`src/rtl/alu_req_arbiter.sv`:
```
// rtl/alu_req_arbiter.sv - round-robin arbiter sharing one ALU between two requesters
// Accepts one request at a time, waits an opcode-dependent time, then holds the response until it is consumed.
module alu_req_arbiter #(
    parameter int WIDTH   = 8,
    parameter int MUL_LAT = 4
) (
    input  logic                 clk,
    input  logic                 rst,
    input  logic                 req0_valid,
    output logic                 req0_ready,
    input  logic [2:0]           req0_opcode,
    input  logic [WIDTH-1:0]     req0_a,
    input  logic [WIDTH-1:0]     req0_b,
    input  logic                 req1_valid,
    output logic                 req1_ready,
    input  logic [2:0]           req1_opcode,
    input  logic [WIDTH-1:0]     req1_a,
    input  logic [WIDTH-1:0]     req1_b,
    output logic [2:0]           alu_opcode,
    output logic [WIDTH-1:0]     alu_a,
    output logic [WIDTH-1:0]     alu_b,
    input  logic [2*WIDTH-1:0]   alu_result,
    input  logic                 alu_carry,
    input  logic                 alu_zero,
    output logic                 rsp_valid,
    input  logic                 rsp_ready,
    output logic                 rsp_id,
    output logic [2*WIDTH-1:0]   rsp_result,
    output logic                 rsp_carry,
    output logic                 rsp_zero,
    output logic                 busy
);

    localparam int CW = (MUL_LAT > 1) ? $clog2(MUL_LAT + 1) : 1;
    localparam logic [2:0]    OP_SUM  = 3'b000;
    localparam logic [2:0]    OP_PRO  = 3'b010;
    localparam logic [CW-1:0] LAT_PRO = CW'(MUL_LAT);
    localparam logic [CW-1:0] LAT_ONE = CW'(1);

    typedef enum logic [1:0] {
        S_IDLE,
        S_EXEC,
        S_CAP,
        S_RESP
    } state_t;

    state_t               r_state;
    state_t               w_next;
    logic                 r_last_grant;
    logic [CW-1:0]        r_cnt;
    logic [2:0]           r_alu_opcode;
    logic [WIDTH-1:0]     r_alu_a;
    logic [WIDTH-1:0]     r_alu_b;
    logic                 r_rsp_valid;
    logic                 r_rsp_id;
    logic [2*WIDTH-1:0]   r_rsp_result;
    logic                 r_rsp_carry;
    logic                 r_rsp_zero;

    logic                 w_winner;
    logic                 w_idle;
    logic                 w_accept;
    logic [2:0]           w_sel_opcode;
    logic [WIDTH-1:0]     w_sel_a;
    logic [WIDTH-1:0]     w_sel_b;

    // When both requesters are waiting, the one not served last time wins.
    always_comb begin
        w_winner = 1'b0;
        if (req0_valid && req1_valid) begin
            w_winner = ~r_last_grant;
        end else if (req1_valid) begin
            w_winner = 1'b1;
        end
    end

    assign w_idle       = (r_state == S_IDLE) && !rst;
    assign req0_ready   = w_idle && req0_valid && !w_winner;
    assign req1_ready   = w_idle && req1_valid && w_winner;
    assign w_accept     = req0_ready || req1_ready;
    assign w_sel_opcode = w_winner ? req1_opcode : req0_opcode;
    assign w_sel_a      = w_winner ? req1_a : req0_a;
    assign w_sel_b      = w_winner ? req1_b : req0_b;

    always_ff @(posedge clk) begin
        if (rst) begin
            r_state <= S_IDLE;
        end else begin
            r_state <= w_next;
        end
    end

    always_comb begin
        w_next = r_state;
        case (r_state)
            S_IDLE: if (w_accept)         w_next = S_EXEC;
            S_EXEC: if (r_cnt == LAT_ONE) w_next = S_CAP;
            S_CAP:                        w_next = S_RESP;
            S_RESP: if (rsp_ready)        w_next = S_IDLE;
            default:                      w_next = S_IDLE;
        endcase
    end

    always_ff @(posedge clk) begin
        if (rst) begin
            r_last_grant <= 1'b1;
            r_cnt        <= '0;
            r_alu_opcode <= '0;
            r_alu_a      <= '0;
            r_alu_b      <= '0;
            r_rsp_valid  <= 1'b0;
            r_rsp_id     <= 1'b0;
            r_rsp_result <= '0;
            r_rsp_carry  <= 1'b0;
            r_rsp_zero   <= 1'b0;
        end else begin
            if (w_accept) begin
                r_alu_opcode <= w_sel_opcode;
                r_alu_a      <= w_sel_a;
                r_alu_b      <= w_sel_b;
                r_rsp_id     <= w_winner;
                r_last_grant <= w_winner;
                r_cnt        <= (w_sel_opcode == OP_PRO) ? LAT_PRO : LAT_ONE;
            end
            if (r_state == S_EXEC) begin
                r_cnt <= r_cnt - LAT_ONE;
            end
            // Carry is only meaningful for SUM; every other opcode reports it as 0.
            if (r_state == S_CAP) begin
                r_rsp_result <= alu_result;
                r_rsp_zero   <= alu_zero;
                r_rsp_carry  <= (r_alu_opcode == OP_SUM) ? alu_carry : 1'b0;
                r_rsp_valid  <= 1'b1;
            end
            if ((r_state == S_RESP) && rsp_ready) begin
                r_rsp_valid <= 1'b0;
            end
        end
    end

    assign alu_opcode = r_alu_opcode;
    assign alu_a      = r_alu_a;
    assign alu_b      = r_alu_b;
    assign rsp_valid  = r_rsp_valid;
    assign rsp_id     = r_rsp_id;
    assign rsp_result = r_rsp_result;
    assign rsp_carry  = r_rsp_carry;
    assign rsp_zero   = r_rsp_zero;
    assign busy       = (r_state != S_IDLE);

endmodule

```
`config.mk`:
```
export PLATFORM = sky130hd
export DESIGN_NAME = alu_req_arbiter
export DESIGN_NICKNAME = d
export VERILOG_FILES = /design/src/rtl/alu_req_arbiter.sv
export SDC_FILE = /design/constraint.sdc
export NUM_CORES = 1
export LEC_CHECK = 0
export CAP_MARGIN = 20
export CORE_MARGIN = 4
export CORE_UTILIZATION = 45
export CTS_BUF_LIST = sky130_fd_sc_hd__clkbuf_16
export DETAILED_ROUTE_END_ITERATION = 10
export DONT_BUFFER_PORTS = 1
export PLACE_DENSITY = 0.62
export SKIP_CTS_REPAIR_TIMING = 1
export SLEW_MARGIN = 40
export SYNTH_ARGS = -nofsm -noshare
export SYNTH_HDL_FRONTEND = slang
export SYNTH_SLANG_ARGS = --single-unit
```
`constraint.sdc`:
```
create_clock -name clk -period 2 [get_ports clk]
set_clock_uncertainty 0.15 [all_clocks]
set_input_delay 0.3 -clock clk [delete_from_list [all_inputs] [get_ports clk]]
set_output_delay 0.3 -clock clk [all_outputs]
set_load 0.02 [all_outputs]
```
# == After elaboration in Yosys (flattened, before gate mapping) ==
# Index checks and enable logic that the tools add are counted.
# totals
reg_bits,45
in_bits,61
# classes
add_sub_neg,1
n_eq_ne,8
n_mux,13
n_bitwise,1
reduce_logical,16
# ops
operator,count
$mux 8,2
$mux 3,4
$pmux 2 s4,1
$logic_and 1x1->1,7
$mux 2,3
$ne 2x2->1 const B,3
$eq 2x2->1 const B,2
$reduce_bool 2->1,2
$eq 3x1->1 const B,1
$eq 3x2->1 const B,1
$logic_not 3->1,1
$mux 1,3
$reduce_and 3->1,1
$sub 3x1->3 const B,1
$eq 2x1->1 const B,1
$logic_not 1->1,2
$logic_not 2->1,1
$reduce_or 2->1,1
$logic_or 1x1->1,1
$not 1->1,1

# == Depth between registers and ports, before layout ==
# Gate-level depths: netlist of run 1.
# depth
word_depth,7
mapped_depth,7

# == Least setup slack after synthesis of run 1 ==
# OpenSTA, ideal clock, no wires.
# synth_path
path_kind,register to output
from,register r_state[0]
to,output port req0_ready
t_arrival_ns,1.284
required_ns,1.550
slack_ns,0.266
path_stages_with_launch,5
n_path_buf,0
cell_sequence,dfxtp_1 -> inv_1 -> ha_1 -> nand2b_2 -> nor3b_1
# synth_via
elab_chain_len,4
# synth_lines
element,line_no,text
start: declaration,47,state_t r_state;
start signal: assignment,89,r_state <= w_next;
$logic_not 2->1,77,assign w_idle = (r_state == S_IDLE) && !rst;
$logic_and 1x1->1,77,
$logic_and 1x1->1 (2 in a row),78,assign req0_ready = w_idle && req0_valid && !w_winner;
end: declaration,10,"output logic req0_ready,"
# Every way passes these cells.

# == Final worst setup path of run 1 ==
# Same ends and word-level chain as after synthesis.

==> impl_metrics.tcl, run 1 <==
set metrics [dict create \
    fp.dieH_um 74.5 \
    fillers 385 \
    synth_top_area_share 0.453 \
    p_per_area_mw_per_mm2 1520 \
    grt_max_degree 48 \
    synth_edf_count 0 \
    grt_pass1_vias 1449 \
    syn_area_mm2 0.00199 \
    synthFlopType "dfxtp_1" \
    dr.pass1.iters 4 \
    worst-slew-pin-transition_ns 0.347 \
    cts_sinks 45 \
    hpwl_um 3390 \
    ios 103 \
    area_growth_pct 13.2 \
    grt_pass1_wl_um 6910 \
    synth_most_common_cell "dfxtp_1" \
    max_freq_mhz 533 \
    hp-class "in2reg" \
    min_period_over_period 0.938 \
    ir_drop_uv 692 \
    die_area_mm2 0.00555 \
    drc 0 \
    hold_end "rsp_result[7]$_SDFFE_PP0P_" \
    critPathRequiredTime_ns 1.55 \
    vias 1447 \
    synth.distinct_cells 29 \
    h-tree-depth 2 \
    ys_seq_area_frac 0.453 \
    setup_viol 0 \
    yosys_warnings 0 \
    hold_viol 0 \
    die_w_um 74.5 \
    synthTopCellsByArea "dfxtp_1 (45%), mux2i_1 (19%), a211oi_1 (8.3%)" \
    worstPathArrival_ns 1.43 \
    postSynthCellCount 205 \
    placed_cells 247 \
    start_util 0.480 \
    cts_tree "built" \
    gp_congestion 0.699 \
    cp-start-kind "flop" \
    hold_depth 2 \
    drt_iter0_drc 35 \
    wire_per_inst_um 17.6 \
    layout.nets 274 \
    rows 23 \
    period_minus_slack_ns 1.88 \
    cts_root_buffer "clkbuf_16" \
    grt_setup_unrepaired "no" \
    reg2regPathDepth 7 \
    p_clk_frac 0.263 \
    finalNonFillerCells 257 \
    path_cells "inv_1, ha_4, nand2b_2, nor3b_1, buf_4" \
    post-route-util 0.543 \
    r2r_slack_ns 0.19 \
    synth_common_cells "dfxtp_1 (45), nor2_1 (42), mux2i_1 (38)" \
    p_int_mw 2.17 \
    crit_buf_inv 2 \
    ant_nets 0 \
    clockBufferDepth 2 \
    syn-num-nets 273 \
    status "complete, no violations" \
    layout-drive-gt1-share 0.0918 \
    insertedDiodeCount 0 \
    tns_ns 0 \
    yosysTopAreaCell "dfxtp_1" \
    slew_headroom 0.762 \
    max_stage_delay_ns 0.34 \
    cp_max_fo 8 \
    swShare 0.368 \
    slew_viol_final 0 \
    antenna_found_initial 0 \
    grt-ovfl-total 0 \
    setup.worst_path.start "r_state[0]$_SDFFE_PP0P_" \
    vias_per_cell 5.63 \
    drt_wl_total_um 4540 \
    grt_usage 0.162 \
    path_delay_family "flip-flops" \
    syn_avg_cell_area_um2 9.70 \
    numPortBuffers 0 \
    cts_buffers 5 \
    min-delay-start "alu_result[7]" \
    path_class "reg2out" \
    end_kind "output port" \
    drv_cap 0 \
    clk_latency_ns 0.28 \
    async_reset_ff_frac 0 \
    p_switching_mw 1.26 \
    pwr-share-comb 0.291 \
    whs_ns 0.0246 \
    seqPwrFrac 0.446 \
    core_area_mm2 0.00414 \
    cp_slowest_cell "dfxtp_1" \
    leakage_nw 0.842 \
    clkSlewWorstSetupHoldPaths_ns 0.06 \
    reg2reg_from "r_state[0]$_SDFFE_PP0P_" \
    r2r_end "r_cnt[0]$_SDFFE_PP0P_" \
    ys_ff_latch 45 \
]
-- cells in the final DEF (no fill, tap or decap) --
master | netlist | final
dfxtp_1 | 45 | 45
nor2_1 | 42 | 41
mux2i_1 | 38 | 38
a211oi_1 | 22 | 22
inv_1 | 7 | 8
ha_1 | 7 | 6
a21oi_1 | 5 | 5
clkbuf_16 | 0 | 5
buf_4 | 2 | 4
nor3b_1 | 3 | 3
o21ai_0 | 3 | 3
and3_1 | 2 | 2
nand2b_1 | 2 | 2
nand3_1 | 2 | 2
nand2_1 | 2 | 2
buf_12 | 0 | 2
a21boi_4 | 1 | 1
nand2b_2 | 1 | 1
nor2_2 | 0 | 1
nor2b_1 | 1 | 1
a21o_1 | 1 | 1
or2_4 | 1 | 1
or3_1 | 1 | 1
o211ai_1 | 1 | 1
or2_2 | 1 | 1
a31oi_1 | 1 | 1
a22oi_1 | 1 | 1
nor4b_1 | 1 | 1
a311oi_1 | 1 | 1
ha_4 | 0 | 1
bufinv_16 | 0 | 1
clkinv_4 | 0 | 1
dlygate4sd3_1 | 0 | 1
-- through the flow --
step	total power [mW]	setup slack (ns)	instance area, um2
floorplan	2.29	0.266	1990
CTS	3.42	0.000579	2210
detailed placement	2.50	0.0972	2040
global route	3.65	0.0105	2250
global placement	2.43	0.256	2040
finish	3.43	0.123	2250
-- worst max-delay path by stage --
stage	end	slack, ns	cells after the start
5_1_grt	req0_ready	0.01	5
2_1_floorplan	req0_ready	0.27	4
3_3_place_gp	r_cnt[2]$_SDFFE_PP0P_	0.26	6
4_1_cts	req0_ready	0.0006	5
3_5_place_dp	r_cnt[0]$_SDFFE_PP0P_	0.1	7
6_report	req0_ready	0.12	5
-- layer usage --
metal / vias up / share of wire / global-route usage
met5: - / 0 / 0
met4: 0 / 0.0095 / 0.0573
met3: 4 / 0.086 / 0.0568
met2: 50 / 0.52 / 0.287
met1: 668 / 0.39 / 0.179
li1: 725 / - / -
-- flip-flops by register name, indices dropped and copies added (netlist names) --
signal	flops
rsp_valid	1
r_state	2
alu_a	8
rsp_id	1
alu_opcode	3
rsp_zero	1
r_cnt	3
rsp_carry	1
alu_b	8
rsp_result	16
r_last_grant	1
-- cell families (layout without fill, tap and decap cells) --
family | Yosys count | count (layout) | synth area share
simple gates | 59 | 59 | 0.135
flops | 45 | 45 | 0.453
mux | 38 | 38 | 0.191
compound gates | 36 | 36 | 0.132
buf+inv | 20 | 22 | 0.0453
fa+ha+maj | 7 | 7 | 0.0441
-- power groups by stage --
stage / clock network (mW) / registers, mW / logic (mW)
6_report: 0.902 / 1.53 / 0.997
5_1_grt: 0.976 / 1.55 / 1.13
4_1_cts: 0.933 / 1.53 / 0.958
3_5_place_dp: 0 / 1.55 / 0.954
3_3_place_gp: 0 / 1.54 / 0.888
2_1_floorplan: 0 / 1.49 / 0.795
-- cell type report --
type	instances	area (um2)	share of cell area
Clock inverter	3	42.5	0.0189
Sequential cell	45	901	0.400
Inverter	7	26.3	0.0117
Clock buffer	5	125	0.0556
Timing Repair Buffer	7	80.1	0.0356
Multi-Input combinational cell	140	1010	0.450
Tap cell	50	62.6	0.0278
Power figures use the tool's default switching activity.
==> inputs of run 2 (changes only) <==
--- a/config.mk
+++ b/config.mk
@@ -11,6 +11,7 @@
 export CTS_BUF_LIST = sky130_fd_sc_hd__clkbuf_16
 export DETAILED_ROUTE_END_ITERATION = 10
 export DONT_BUFFER_PORTS = 1
+export HOLD_SLACK_MARGIN = 0.03
 export PLACE_DENSITY = 0.62
 export SKIP_CTS_REPAIR_TIMING = 1
 export SLEW_MARGIN = 40
==> run 2 against run 1 <==
Effect of this change: global-route usage unchanged; routed wire length grew 0.26%; worst setup slack barely moved; sequential share of layout area shrank 0.35 points; final area is 0.89% higher; cell count up 0.78%; combinational power about the same; die area is the same; first-iteration DRC count down 17%; hold slack barely moved; via count increased by 0.41%; critical path depth stayed put.
==> impl_metrics.tcl, run 2 (same netlist as run 1, synthesis figures left out) <==
set metrics [dict create \
    insertedDiodeCount 0 \
    min_period_over_period 0.938 \
    ios 103 \
    drt_iter0_drc 29 \
    p_per_area_mw_per_mm2 1510 \
    hpwl_um 3390 \
    crit_buf_inv 2 \
    seqCellArea_um2 901 \
    hold_viol 0 \
    cts_sinks 45 \
    r2r_slack_ns 0.19 \
    tns_ns 0 \
    fillers 382 \
    hp-class "in2reg" \
    grt_pass1_vias 1449 \
    slew_viol_final 0 \
    grt_pass1_wl_um 6910 \
    reg2regPathDepth 7 \
    finalNonFillerCells 259 \
    dp_slack_ns 0.0972 \
    worst-slew-pin-transition_ns 0.347 \
    period_minus_slack_ns 1.88 \
    dr.pass1.iters 4 \
    cts_root_buffer "clkbuf_16" \
    reg2reg_from "r_state[0]$_SDFFE_PP0P_" \
    multiInputGateArea_mm2 0.00101 \
    final_cell_mix "dfxtp_1 (45), nor2_1 (41), mux2i_1 (38), a211oi_1 (22), inv_1 (8)" \
    h-tree-depth 2 \
    r2r_end "r_cnt[0]$_SDFFE_PP0P_" \
    min-delay-start "alu_result[7]" \
    cp_max_fo 8 \
    clkSlewWorstSetupHoldPaths_ns 0.06 \
    gp_congestion 0.699 \
    vias 1453 \
    die_area_mm2 0.00555 \
    drt_wl_total_um 4550 \
    largest_reg_flops 16 \
    critPathRequiredTime_ns 1.55 \
    end_kind "output port" \
    drc 0 \
    drv_cap 0 \
    grt-ovfl-total 0 \
    layout.nets 276 \
    clk_latency_ns 0.28 \
    clockBufferDepth 2 \
    area_growth_pct 14.2 \
    vias_per_cell 5.61 \
    ant_nets 0 \
    status "complete, no violations" \
    core_area_mm2 0.00414 \
    cts_buffers 5 \
    hold_end "rsp_result[7]$_SDFFE_PP0P_" \
    cp-start-kind "flop" \
    slew_headroom 0.762 \
    setup_viol 0 \
    layout-drive-gt1-share 0.0909 \
    die_w_um 74.5 \
    path_class "reg2out" \
    wire_per_inst_um 17.6 \
    fin_ws_ns 0.123 \
    path_delay_family "flip-flops" \
    start_util 0.480 \
    path_cells "inv_1, ha_4, nand2b_2, nor3b_1, buf_4" \
    worstPathArrival_ns 1.43 \
    antenna_found_initial 0 \
    fp.dieH_um 74.5 \
    placed_cells 247 \
    ir_drop_uv 691 \
    rows 23 \
    numPortBuffers 0 \
    hold_depth 2 \
    max_stage_delay_ns 0.34 \
    grt_max_degree 48 \
    leakage_nw 0.850 \
    grt_usage 0.162 \
    post-route-util 0.548 \
    cts_tree "built" \
    final_common_cell "dfxtp_1" \
    cp_slowest_cell "dfxtp_1" \
    grt_setup_unrepaired "no" \
    max_freq_mhz 533 \
]
## run 2: worst reg2reg max path: stages, from the launching register on
cell	delay, ns
dfxtp_1	0.34
inv_1	0.16
ha_4	0.20
nand2b_2	0.09
nor2_2	0.16
buf_12	0.21
a211oi_1	0.12
a211oi_1	0.28
## run 2: final cells by class
class / instances / share of cell area
Tap cell: 50 / 0.0276
Sequential cell: 45 / 0.397
Clock inverter: 3 / 0.0187
Timing Repair Buffer: 9 / 0.0441
Clock buffer: 5 / 0.0551
Inverter: 7 / 0.0116
Multi-Input combinational cell: 140 / 0.446
## run 2: stage by stage
step                      instance area, um2  hold slack, ns  power [mW]
final                                   2270          0.0246        3.43
after global routing                    2270          0.0354        3.66
after CTS                               2210         -0.0658        3.42
after detailed placement                2040           0.231        2.50
after global placement                  2040           0.225        2.43
after floorplan                         1990           0.250        2.29
## run 2: power by group
group          leakage, nW  internal (mW)  switching, mW
sequential           0.369           1.13          0.395
clock               0.0852          0.586          0.317
combinational        0.396          0.450          0.549
total                0.850           2.17           1.26
## run 2: routing by layer
metal,up-vias,global-route usage,wire (um),share of wire
met5,-,0,0,0
met4,0,0.0573,43,0.0095
met3,4,0.0568,386,0.085
met2,49,0.287,2370,0.52
met1,671,0.179,1750,0.39
li1,729,-,-,-
## run 2: how the worst max path moves through the flow
stage | cells past startpoint | end | slack [ns] | startpoint
3_5_place_dp | 7 | r_cnt[0]$_SDFFE_PP0P_ | 0.1 | r_state[0]$_SDFFE_PP0P_
3_3_place_gp | 6 | r_cnt[2]$_SDFFE_PP0P_ | 0.26 | r_state[0]$_SDFFE_PP0P_
6_report | 5 | req0_ready | 0.12 | r_state[0]$_SDFFE_PP0P_
2_1_floorplan | 4 | req0_ready | 0.27 | r_state[0]$_SDFFE_PP0P_
5_1_grt | 5 | req0_ready | 0.01 | r_state[0]$_SDFFE_PP0P_
4_1_cts | 5 | req0_ready | 0.0006 | r_state[0]$_SDFFE_PP0P_
